### config.mk
export PLATFORM = sky130hd
export DESIGN_NAME = buffer_access_arbiter_flat
export DESIGN_NICKNAME = d
export VERILOG_FILES = /design/src/rtl/gpu_buf_pkg.sv /design/src/rtl/buffer_access_arbiter_if.sv /design/src/rtl/rr_arbiter.sv /design/src/rtl/buffer_access_arbiter.sv /design/src/flat_wrapper.sv
export SDC_FILE = /design/constraint.sdc
export NUM_CORES = 1
export LEC_CHECK = 0
export BUFFER_PORTS_ARGS = -buffer_cell sky130_fd_sc_hd__buf_2
export CORE_AREA = 2 2 96 98
export DETAILED_ROUTE_END_ITERATION = 7
export DIE_AREA = 0 0 98 100
export HOLD_SLACK_MARGIN = 0.06
export PLACE_DENSITY = 0.68
export RECOVER_POWER = 100
export SKIP_LAST_GASP = 1
export SLEW_MARGIN = 5
export SYNTH_ARGS = -nofsm -noshare
export SYNTH_HDL_FRONTEND = slang
export SYNTH_HIERARCHICAL = 1
export SYNTH_SLANG_ARGS = --single-unit
### constraint.sdc
create_clock -name clk -period 7.39 [get_ports clk]
set_input_delay 2.217 -clock clk [delete_from_list [all_inputs] [get_ports clk]]
set_output_delay 2.217 -clock clk [all_outputs]
set_load 0.02 [all_outputs]
### src/rtl/gpu_buf_pkg.sv
// rtl/gpu_buf_pkg.sv - shared types and defaults for the work buffer access arbiter
package gpu_buf_pkg;

  typedef enum logic [1:0] {
    BUF_OP_NONE,
    BUF_OP_PUSH,
    BUF_OP_POP
  } buf_op_e;

  localparam int BUF_DEPTH  = 16;
  localparam int BUF_DATA_W = 32;

endpackage

### src/rtl/buffer_access_arbiter_if.sv
// rtl/buffer_access_arbiter_if.sv - producer/consumer/buffer signal bundle of the arbiter
interface buffer_access_arbiter_if #(
  parameter int NUM_REQ = 4,
  parameter int DATA_W  = gpu_buf_pkg::BUF_DATA_W,
  parameter int DEPTH   = gpu_buf_pkg::BUF_DEPTH
);
  localparam int OCC_W = $clog2(DEPTH + 1);

  logic                        flush;
  logic [NUM_REQ-1:0]          push_req;
  logic [NUM_REQ*DATA_W-1:0]   push_data;
  logic [NUM_REQ-1:0]          push_grant;
  logic                        pop_req;
  logic                        pop_valid;
  logic [DATA_W-1:0]           pop_data;
  logic [OCC_W-1:0]            occupancy;
  logic                        buf_push;
  logic                        buf_pop;
  logic                        buf_read;
  logic                        buf_rst;
  logic [DATA_W-1:0]           buf_data_in;
  logic [DATA_W-1:0]           buf_data_out;

  modport slave (
    input  flush, push_req, push_data, pop_req, buf_data_out,
    output push_grant, pop_valid, pop_data, occupancy,
           buf_push, buf_pop, buf_read, buf_rst, buf_data_in
  );

  modport master (
    output flush, push_req, push_data, pop_req, buf_data_out,
    input  push_grant, pop_valid, pop_data, occupancy,
           buf_push, buf_pop, buf_read, buf_rst, buf_data_in
  );
endinterface

### src/rtl/rr_arbiter.sv
// rtl/rr_arbiter.sv - combinational round-robin pick starting at an external pointer
module rr_arbiter #(
  parameter int N     = 4,
  parameter int PTR_W = $clog2(N)
) (
  input  logic [N-1:0]     req,
  input  logic [PTR_W-1:0] ptr,
  output logic [N-1:0]     gnt,
  output logic             any,
  output logic [PTR_W-1:0] idx
);

  logic [PTR_W-1:0] pos;

  // Scan ptr, ptr+1, ... with an explicit wrap so N need not be a power of two.
  always_comb begin
    gnt = '0;
    any = 1'b0;
    idx = '0;
    pos = ptr;
    for (int k = 0; k < N; k++) begin
      if (!any && req[pos]) begin
        any      = 1'b1;
        gnt[pos] = 1'b1;
        idx      = pos;
      end
      pos = (pos == PTR_W'(N - 1)) ? '0 : pos + 1'b1;
    end
  end

endmodule

### src/rtl/buffer_access_arbiter.sv
// rtl/buffer_access_arbiter.sv - sequences producer pushes and consumer pops onto one circular buffer
module buffer_access_arbiter
  import gpu_buf_pkg::*;
#(
  parameter int NUM_REQ        = 4,
  parameter int DATA_W         = BUF_DATA_W,
  parameter int DEPTH          = BUF_DEPTH,
  parameter int MAX_POP_STREAK = 4
) (
  input  logic                      clk,
  input  logic                      rst,
  buffer_access_arbiter_if.slave    bus
);

  localparam int OCC_W    = $clog2(DEPTH + 1);
  localparam int PTR_W    = $clog2(NUM_REQ);
  localparam int STREAK_W = $clog2(MAX_POP_STREAK + 1);

  logic [OCC_W-1:0]    occupancy_q;
  logic [PTR_W-1:0]    rr_ptr;
  logic [STREAK_W-1:0] pop_streak;
  logic                pop_valid_q;

  logic [NUM_REQ-1:0]  arb_gnt;
  logic                arb_any;
  logic [PTR_W-1:0]    arb_idx;
  logic                can_pop;
  logic                can_push;
  logic                streak_full;
  logic [DATA_W-1:0]   win_data;
  buf_op_e             op;

  rr_arbiter #(
    .N     (NUM_REQ),
    .PTR_W (PTR_W)
  ) u_rr (
    .req (bus.push_req),
    .ptr (rr_ptr),
    .gnt (arb_gnt),
    .any (arb_any),
    .idx (arb_idx)
  );

  assign can_pop     = bus.pop_req && (occupancy_q != '0);
  assign can_push    = arb_any && (occupancy_q != OCC_W'(DEPTH));
  assign streak_full = (pop_streak == STREAK_W'(MAX_POP_STREAK));

  always_comb begin
    op = BUF_OP_NONE;
    if (rst || bus.flush) begin
      op = BUF_OP_NONE;
    end else if (can_pop && !(can_push && streak_full)) begin
      op = BUF_OP_POP;
    end else if (can_push) begin
      op = BUF_OP_PUSH;
    end
  end

  always_comb begin
    win_data = '0;
    for (int i = 0; i < NUM_REQ; i++) begin
      if (arb_gnt[i]) begin
        win_data = bus.push_data[i*DATA_W +: DATA_W];
      end
    end
  end

  assign bus.push_grant  = (op == BUF_OP_PUSH) ? arb_gnt : '0;
  assign bus.buf_push    = (op == BUF_OP_PUSH);
  assign bus.buf_pop     = (op == BUF_OP_POP);
  assign bus.buf_data_in = (op == BUF_OP_PUSH) ? win_data : '0;
  assign bus.buf_read    = 1'b0;
  assign bus.buf_rst     = rst || bus.flush;
  assign bus.occupancy   = occupancy_q;
  assign bus.pop_data    = bus.buf_data_out;
  // A pop issued just before a flush lands while the buffer is being cleared; hide it.
  assign bus.pop_valid   = pop_valid_q && !bus.flush && !rst;

  always_ff @(posedge clk) begin
    if (rst) begin
      occupancy_q <= '0;
      rr_ptr      <= '0;
      pop_streak  <= '0;
      pop_valid_q <= 1'b0;
    end else if (bus.flush) begin
      occupancy_q <= '0;
      pop_streak  <= '0;
      pop_valid_q <= 1'b0;
    end else begin
      pop_valid_q <= (op == BUF_OP_POP);
      case (op)
        BUF_OP_PUSH: begin
          rr_ptr      <= (arb_idx == PTR_W'(NUM_REQ - 1)) ? '0 : arb_idx + 1'b1;
          occupancy_q <= occupancy_q + 1'b1;
          pop_streak  <= '0;
        end
        BUF_OP_POP: begin
          occupancy_q <= occupancy_q - 1'b1;
          if (!can_push) begin
            pop_streak <= '0;
          end else if (!streak_full) begin
            pop_streak <= pop_streak + 1'b1;
          end
        end
        default: begin
        end
      endcase
    end
  end

endmodule

### src/flat_wrapper.sv
// flat-port wrapper written by rule: the top's interface ports become plain ports
module buffer_access_arbiter_flat import gpu_buf_pkg::*;
#(
  parameter int NUM_REQ        = 4,
  parameter int DATA_W         = BUF_DATA_W,
  parameter int DEPTH          = BUF_DEPTH,
  parameter int MAX_POP_STREAK = 4
)
  (clk, rst, bus_flush, bus_push_req, bus_push_data, bus_pop_req, bus_buf_data_out, bus_push_grant, bus_pop_valid, bus_pop_data, bus_occupancy, bus_buf_push, bus_buf_pop, bus_buf_read, bus_buf_rst, bus_buf_data_in);
  buffer_access_arbiter_if #(.NUM_REQ(NUM_REQ), .DATA_W(DATA_W), .DEPTH(DEPTH)) bus_i ();
  input  logic clk;
  input  logic rst;
  input wire logic [$bits(bus_i.flush)-1:0] bus_flush;
  input wire logic [$bits(bus_i.push_req)-1:0] bus_push_req;
  input wire logic [$bits(bus_i.push_data)-1:0] bus_push_data;
  input wire logic [$bits(bus_i.pop_req)-1:0] bus_pop_req;
  input wire logic [$bits(bus_i.buf_data_out)-1:0] bus_buf_data_out;
  output wire logic [$bits(bus_i.push_grant)-1:0] bus_push_grant;
  output wire logic [$bits(bus_i.pop_valid)-1:0] bus_pop_valid;
  output wire logic [$bits(bus_i.pop_data)-1:0] bus_pop_data;
  output wire logic [$bits(bus_i.occupancy)-1:0] bus_occupancy;
  output wire logic [$bits(bus_i.buf_push)-1:0] bus_buf_push;
  output wire logic [$bits(bus_i.buf_pop)-1:0] bus_buf_pop;
  output wire logic [$bits(bus_i.buf_read)-1:0] bus_buf_read;
  output wire logic [$bits(bus_i.buf_rst)-1:0] bus_buf_rst;
  output wire logic [$bits(bus_i.buf_data_in)-1:0] bus_buf_data_in;
  assign bus_i.flush = bus_flush;
  assign bus_i.push_req = bus_push_req;
  assign bus_i.push_data = bus_push_data;
  assign bus_i.pop_req = bus_pop_req;
  assign bus_i.buf_data_out = bus_buf_data_out;
  assign bus_push_grant = bus_i.push_grant;
  assign bus_pop_valid = bus_i.pop_valid;
  assign bus_pop_data = bus_i.pop_data;
  assign bus_occupancy = bus_i.occupancy;
  assign bus_buf_push = bus_i.buf_push;
  assign bus_buf_pop = bus_i.buf_pop;
  assign bus_buf_read = bus_i.buf_read;
  assign bus_buf_rst = bus_i.buf_rst;
  assign bus_buf_data_in = bus_i.buf_data_in;
  buffer_access_arbiter #(.NUM_REQ(NUM_REQ), .DATA_W(DATA_W), .DEPTH(DEPTH), .MAX_POP_STREAK(MAX_POP_STREAK)) u_core (.clk(clk), .rst(rst), .bus(bus_i));
endmodule
After elaboration in Yosys (flattened, before gate mapping)
Cells that the tools add are included.
{"block": "word_totals", "ff_bits": 11, "input_bits": 168, "out_inout_bits": 78, "wordCells": 102}
{"block": "op_classes", "add_sub_neg": 7, "magnitude_cmp": 8, "eq_ne": 9, "mux": 45, "bitwise_logic": 4, "n_reduce_logical": 25}
{"cell": "$mux 32", "n": 5}
{"cell": "$mux 2", "n": 10}
{"cell": "$mux 4", "n": 5}
{"cell": "$logic_and 1x1->1", "n": 13}
{"cell": "$mux 1", "n": 13}
{"cell": "$lt 2x3->1 const B", "n": 4}
{"cell": "$or 4x4->4", "n": 3}
{"cell": "$eq 2x2->1 const B", "n": 5}
{"cell": "$pmux 5 s2", "n": 1}
{"cell": "$add 2x1->2 const B", "n": 4}
{"cell": "$bmux 1 s2", "n": 4}
{"cell": "$demux 1 s2", "n": 4}
{"cell": "$ge 2x1->1 const B", "n": 4}
{"cell": "$logic_not 1->1", "n": 6}
{"cell": "$mux 3", "n": 2}
{"cell": "$pmux 3 s2", "n": 1}
{"cell": "$add 5x1->5 const B", "n": 1}
{"cell": "$ne 5x5->1 const B", "n": 1}
{"cell": "$reduce_bool 5->1", "n": 1}
{"cell": "$sub 5x1->5 const B", "n": 1}
{"cell": "$reduce_and 2->1", "n": 2}
{"cell": "$add 3x1->3 const B", "n": 1}
{"cell": "$eq 3x3->1 const B", "n": 1}
{"cell": "$ne 3x3->1 const B", "n": 1}
{"cell": "other kinds (5)", "n": 5}

Depth between registers and ports, before layout
{"block": "depth", "word_depth": 21, "ltp_mapped": 17, "depth_no_buf": 16}

Cells and area by module
Netlist, hierarchy kept.
{"mod": "buffer_access_arbiter", "n_inst": 1, "cells_each": 280, "area_per_inst_um2": 1941.9, "seq_area_each_um2": 220.2}
{"mod": "rr_arbiter", "n_inst": 1, "cells_each": 80, "area_per_inst_um2": 554.3, "seq_area_each_um2": 0.0}

Worst setup path before layout
OpenSTA, ideal clock, no wires.
{"block": "synth_timing", "path_kind": "in2out", "from": "in bus_push_req[3]", "to": "out bus_buf_data_in[21]", "t_arrival_ns": 4.625, "t_required_ns": 5.173, "slack_ns": 0.548, "stages": 11, "path_buffers": 4, "path_cell_list": "buf_6 -> mux4_2 -> clkbuf_1 -> nand3b_1 -> nand3_1 -> o2111ai_1 -> ha_1 -> and2_1 -> clkbuf_1 -> buf_2 -> a22o_1"}
{"block": "synth_between", "elab_chain_cells": 20}
{"item": "start, declared", "line_no": "flat_wrapper.sv:14", "text": "input wire logic [$bits(bus_i.push_req)-1:0] bus_push_req;"}
{"item": "$bmux 1 s2", "line_no": "rr_arbiter.sv:22", "text": "if (!any && req[pos]) begin"}
{"item": "$mux 1 (implied by the code)", "line_no": "rr_arbiter.sv:22"}
{"item": "$mux 1", "line_no": "rr_arbiter.sv:22"}
{"item": "$logic_not 1->1", "line_no": "rr_arbiter.sv:22"}
{"item": "$logic_and 1x1->1", "line_no": "rr_arbiter.sv:22"}
{"item": "$mux 1", "line_no": "rr_arbiter.sv:22"}
{"item": "$logic_not 1->1", "line_no": "rr_arbiter.sv:22"}
{"item": "$logic_and 1x1->1", "line_no": "rr_arbiter.sv:22"}
{"item": "[4 not listed]"}
{"item": "via u_core.arb_any", "line_no": "buffer_access_arbiter.sv:25", "text": "logic arb_any;"}
{"item": "[1 not listed]"}
{"item": "$logic_and 1x1->1", "line_no": "buffer_access_arbiter.sv:52", "text": "end else if (can_pop && !(can_push && streak_full)) begin"}
{"item": "$logic_not 1->1", "line_no": "buffer_access_arbiter.sv:52"}
{"item": "$logic_and 1x1->1", "line_no": "buffer_access_arbiter.sv:52"}
{"item": "$mux 2 *", "line_no": "buffer_access_arbiter.sv:52"}
{"item": "$mux 2 *", "line_no": "buffer_access_arbiter.sv:50", "text": "if (rst || bus.flush) begin"}
{"item": "$eq 2x1->1 *"}
{"item": "via bus_buf_push", "line_no": "flat_wrapper.sv:22", "text": "output wire logic [$bits(bus_i.buf_push)-1:0] bus_buf_push;"}
{"item": "$mux 32 *", "line_no": "buffer_access_arbiter.sv:71", "text": "assign bus.buf_data_in = (op == BUF_OP_PUSH) ? win_data : '0;"}
{"item": "end, declared", "line_no": "flat_wrapper.sv:26", "text": "output wire logic [$bits(bus_i.buf_data_in)-1:0] bus_buf_data_in;"}
The timed path passes the listed nets; every way through them passes the cells marked *. The select of a mux whose other input is x is not followed.

Final worst setup path
{"block": "layout_timing", "from": "in bus_push_req[3]", "to": "out bus_buf_data_in[15]"}
{"item": "$bmux 1 s2", "line_no": "rr_arbiter.sv:22"}
{"item": "$mux 1 (implied by the code)", "line_no": "rr_arbiter.sv:22"}
{"item": "$mux 1", "line_no": "rr_arbiter.sv:22"}
{"item": "$logic_not 1->1", "line_no": "rr_arbiter.sv:22"}
{"item": "$logic_and 1x1->1", "line_no": "rr_arbiter.sv:22"}
{"item": "$mux 1", "line_no": "rr_arbiter.sv:22"}
{"item": "$logic_not 1->1", "line_no": "rr_arbiter.sv:22"}
{"item": "$logic_and 1x1->1", "line_no": "rr_arbiter.sv:22"}
{"item": "$mux 1", "line_no": "rr_arbiter.sv:22"}
{"item": "$logic_not 1->1", "line_no": "rr_arbiter.sv:22"}
{"item": "$logic_and 1x1->1", "line_no": "rr_arbiter.sv:22"}
{"item": "$mux 4 *", "line_no": "rr_arbiter.sv:22"}
{"item": "via u_core.arb_gnt[3]", "line_no": "buffer_access_arbiter.sv:24", "text": "logic [NUM_REQ-1:0] arb_gnt;"}
{"item": "$mux 32 *", "line_no": "buffer_access_arbiter.sv:62", "text": "if (arb_gnt[i]) begin"}
{"item": "$mux 32 *", "line_no": "buffer_access_arbiter.sv:71"}
Marks and branches as above.

==> summary.md <==
| Metric | Value |
|---|---|
| Status | completed |
| Ports | 246 |
| Critical path class | in -> out |
| Mux cell area share after synthesis | 4.61% |
| Placed wire-length estimate | 7690 um |
| Setup WS post-layout | 0.280 ns |
| Hold Crit Class | reg -> reg |
| Antenna viol nets, final | 0 |
| Post-CTS Repair Setup Buffers | 0 |
| Pwr Density | 117 mW/mm^2 |
| DR pass1 iterations | 4 |
| RSZ-0062 raised after global routing | false |
| Core ar. | 0.00889 mm^2 |
| Critical R2R Launch | u_core/rr_ptr[0]$_SDFFE_PP0P_ |
| Die area | 0.00980 mm^2 |
| Crit-path max FO | 18 |
| Period utilization | 96.2% |
| Initial antenna violation count | 1 |
| Cell Area, Synth | 0.00250 mm^2 |
| # port buffers | 180 |
| Post-synth EDFFs | 0 |
| Unique cell type count in the Yosys netlist | 56 |
| Pin count of the biggest net entering global routing | 46 |
| Synth Area per Inst | 6.93 um^2 |
| # rows | 35 |
| Compound-Gate Fraction of Synth Area | 38.6% |
| Maxcap violations | 0 |
| Hold buffers post-CTS | 0 |
| Final setup fails | 0 |
| Drt wl/cell | 15.8 um |
| Post-CTS sizing | 0 |
| XOR/XNOR Fraction of Synth Area | 0.351% |
| DRC Markers | 0 |
| Start point of the critical path | bus_push_req[3] |
| Slew Viols, Final | 0 |
| GRT Residual Overflow | 0 |
| CTS tree | built |
| Clock transition at path regs | 0.05 ns |
| DR vias | 3182 |
| Worst IR drop on VDD | 97.2 uV |
| Synth Area in Simple Gates | 20.4% |
| Synthesis Warnings | 6 |
| CP startpoint kind | primary input |
| First-pass GRT wire length | 14100 um |
| P_leak | 1.52 nW |
| Slew Limit Headroom | 54.8% |
| Sequential fraction of the synthesis area | 8.82% |
| Top post-synthesis cells by area | a22o_1 (11%), buf_4 (11%), a22oi_1 (9.6%), dfxtp_1 (8.8%), ha_1 (7.5%) |
| Most common cell in the netlist | nand2_1 |
| Clock root cell | clkbuf_8 |
| Setup Slack @ Placement | 0.325 ns |
| Final hold vios | 0 |
| Total Wirelength | 9460 um |
| Worst Path Required | 5.17 ns |
| DR vias/cell | 5.30 |
| Critical path arrival | 4.89 ns |
| GRT Total Usage | 17.4% |
| Die H | 100 um |
| Routability cong. | 0.885 |
| Maximum buffer depth of the clock tree | 2 |
| Fmax | 0.141 GHz |
| CP Capture Type | output pin |
| Clk_lat worst skew | 0.23 ns |
| Worst-margin pin slew | 0.675 ns |
| Post-synth top area cell | a22o_1 |
| H-tree Lvls | 1 |
| Syn Nets | 544 |
| Area grow syn2layout | 29.1% |
| Final TNS setup | 0 ns |
| Initial core utilization | 28.1% |
| Top_reg_cell synth | dfxtp_1 |
| Clock sink total | 11 |
| Fin nets | 673 |
| Main combinational cell family by area after synthesis | compound AO/OA/AOI/OAI gates |
| Vias in the first global route | 2948 |
| Mapped Cells | 360 |
| Most frequent cells after synthesis | nand2_1 (45), buf_4 (36), a22oi_1 (32), a22o_1 (31), o21ai_0 (31) |
| Layout cells sized above 1 | 36.5% |
| Post-synthesis adder-cell area fraction | 8.32% |
| Fin crit period | 7.11 ns |
| FFs w/ async S/R, synth | 0% |
| Worst-case clock skew | 0.00310 ns |
| Top cell type's share of synthesized area | 10.9% |
| Hold path start | u_core/pop_streak[0]$_SDFFE_PP0P_ |
| Count of state elements after synthesis | 11 |
| Die Wd | 98 um |
| Drt first-iter violations | 103 |
| Num CTS Buffers | 3 |
==> worst paths after layout <==
path	end	slack (ns)	cells after the start
max	bus_buf_data_in[15]	0.28	9
min	u_core/pop_streak[0]$_SDFFE_PP0P_	0.48	2
max reg2reg	u_core/bus.occupancy[4]$_SDFFE_PP0P_	2.84	15
min reg2reg	u_core/pop_streak[0]$_SDFFE_PP0P_	0.48	2
==> metal layers <==
layer | vias to the layer above | part of all wire [%] | GRT usage [%]
li1 | 1539 | - | -
met1 | 1460 | 42 | 22.4
met2 | 151 | 47 | 29.0
met3 | 32 | 7.7 | 2.65
met4 | 0 | 3.5 | 7.69
met5 | - | 0 | 0
==> worst max-delay path: stages <==
cell and delay [ns]:
buf_2 0.15, mux4_2 0.64, a21oi_1 0.18, o32ai_1 0.10, a221o_1 0.31, nor2b_2 0.56, buf_4 0.34, a22o_1 0.16
clkbuf_1 0.22
==> through the flow <==
step	util, %	cells	hold WS (ns)	power, mW	area (um^2)
3_5_place_dp	36.2	595	0.484	0.323	3220
2_1_floorplan	-	360	0.458	0.258	2500
4_1_cts	36.7	599	0.491	0.383	3260
6_report	36.2	600	0.485	0.378	3220
5_1_grt	36.2	599	0.525	0.409	3220
3_3_place_gp	36.2	595	0.473	0.318	3220
==> report_power, final <==
part | leakage (nW) | total (mW) | switching, mW | internal, mW
Sequential | 0.0888 | 0.0630 | 0.00251 | 0.0604
Combinational | 1.41 | 0.257 | 0.151 | 0.106
Clock | 0.0228 | 0.0586 | 0.0209 | 0.0377
Total | 1.52 | 0.378 | 0.175 | 0.204
==> cell usage in the layout, fill, tap and decap left out, types with 2 or more instances in the layout <==
cell type,n
o21ai_0,31
a221o_1,4
and3_1,2
a32oi_1,2
ha_1,15
a31o_2,2
clkbuf_1,25
nor4b_1,2
a22o_1,31
a31oi_1,2
buf_2,146
nand4_1,2
nand3_1,5
clkbuf_2,12
buf_4,3
a22oi_1,32
a21oi_1,16
nor3_1,2
mux2i_1,7
nand2_1,45
nand2b_1,4
nor2_1,22
nand3b_1,5
o21ai_1,7
and2_1,3
mux2_2,2
dfxtp_1,11
inv_1,17
clkbuf_8,3
buf_12,2
==> sequential cells by signal, indices dropped and copies added, names as in the netlist <==
register	count
u_core/rr_ptr	2
u_core/bus.occupancy	5
u_core/pop_streak	3
u_core/pop_valid_q	1
==> cell families after synthesis <==
group,count (synthesis)
and+or+nand+nor,102
AOI/OAI and AO/OA,138
muxes,10
buffers and inverters,81
DFF,11
adders and majority gates,16
other,1
xor gates and xnor gates,1
==> area by class of cell <==
class                      count  area (um^2)
sequential                    11          220
fill                         982         5670
multi-input combinational    268         1800
inverter                      18         70.1
antenna                        1         2.50
clock buffer                   4         45.0
tap                          111          139
timing repair buffer         187          943
(Power assumes the default switching activity.)
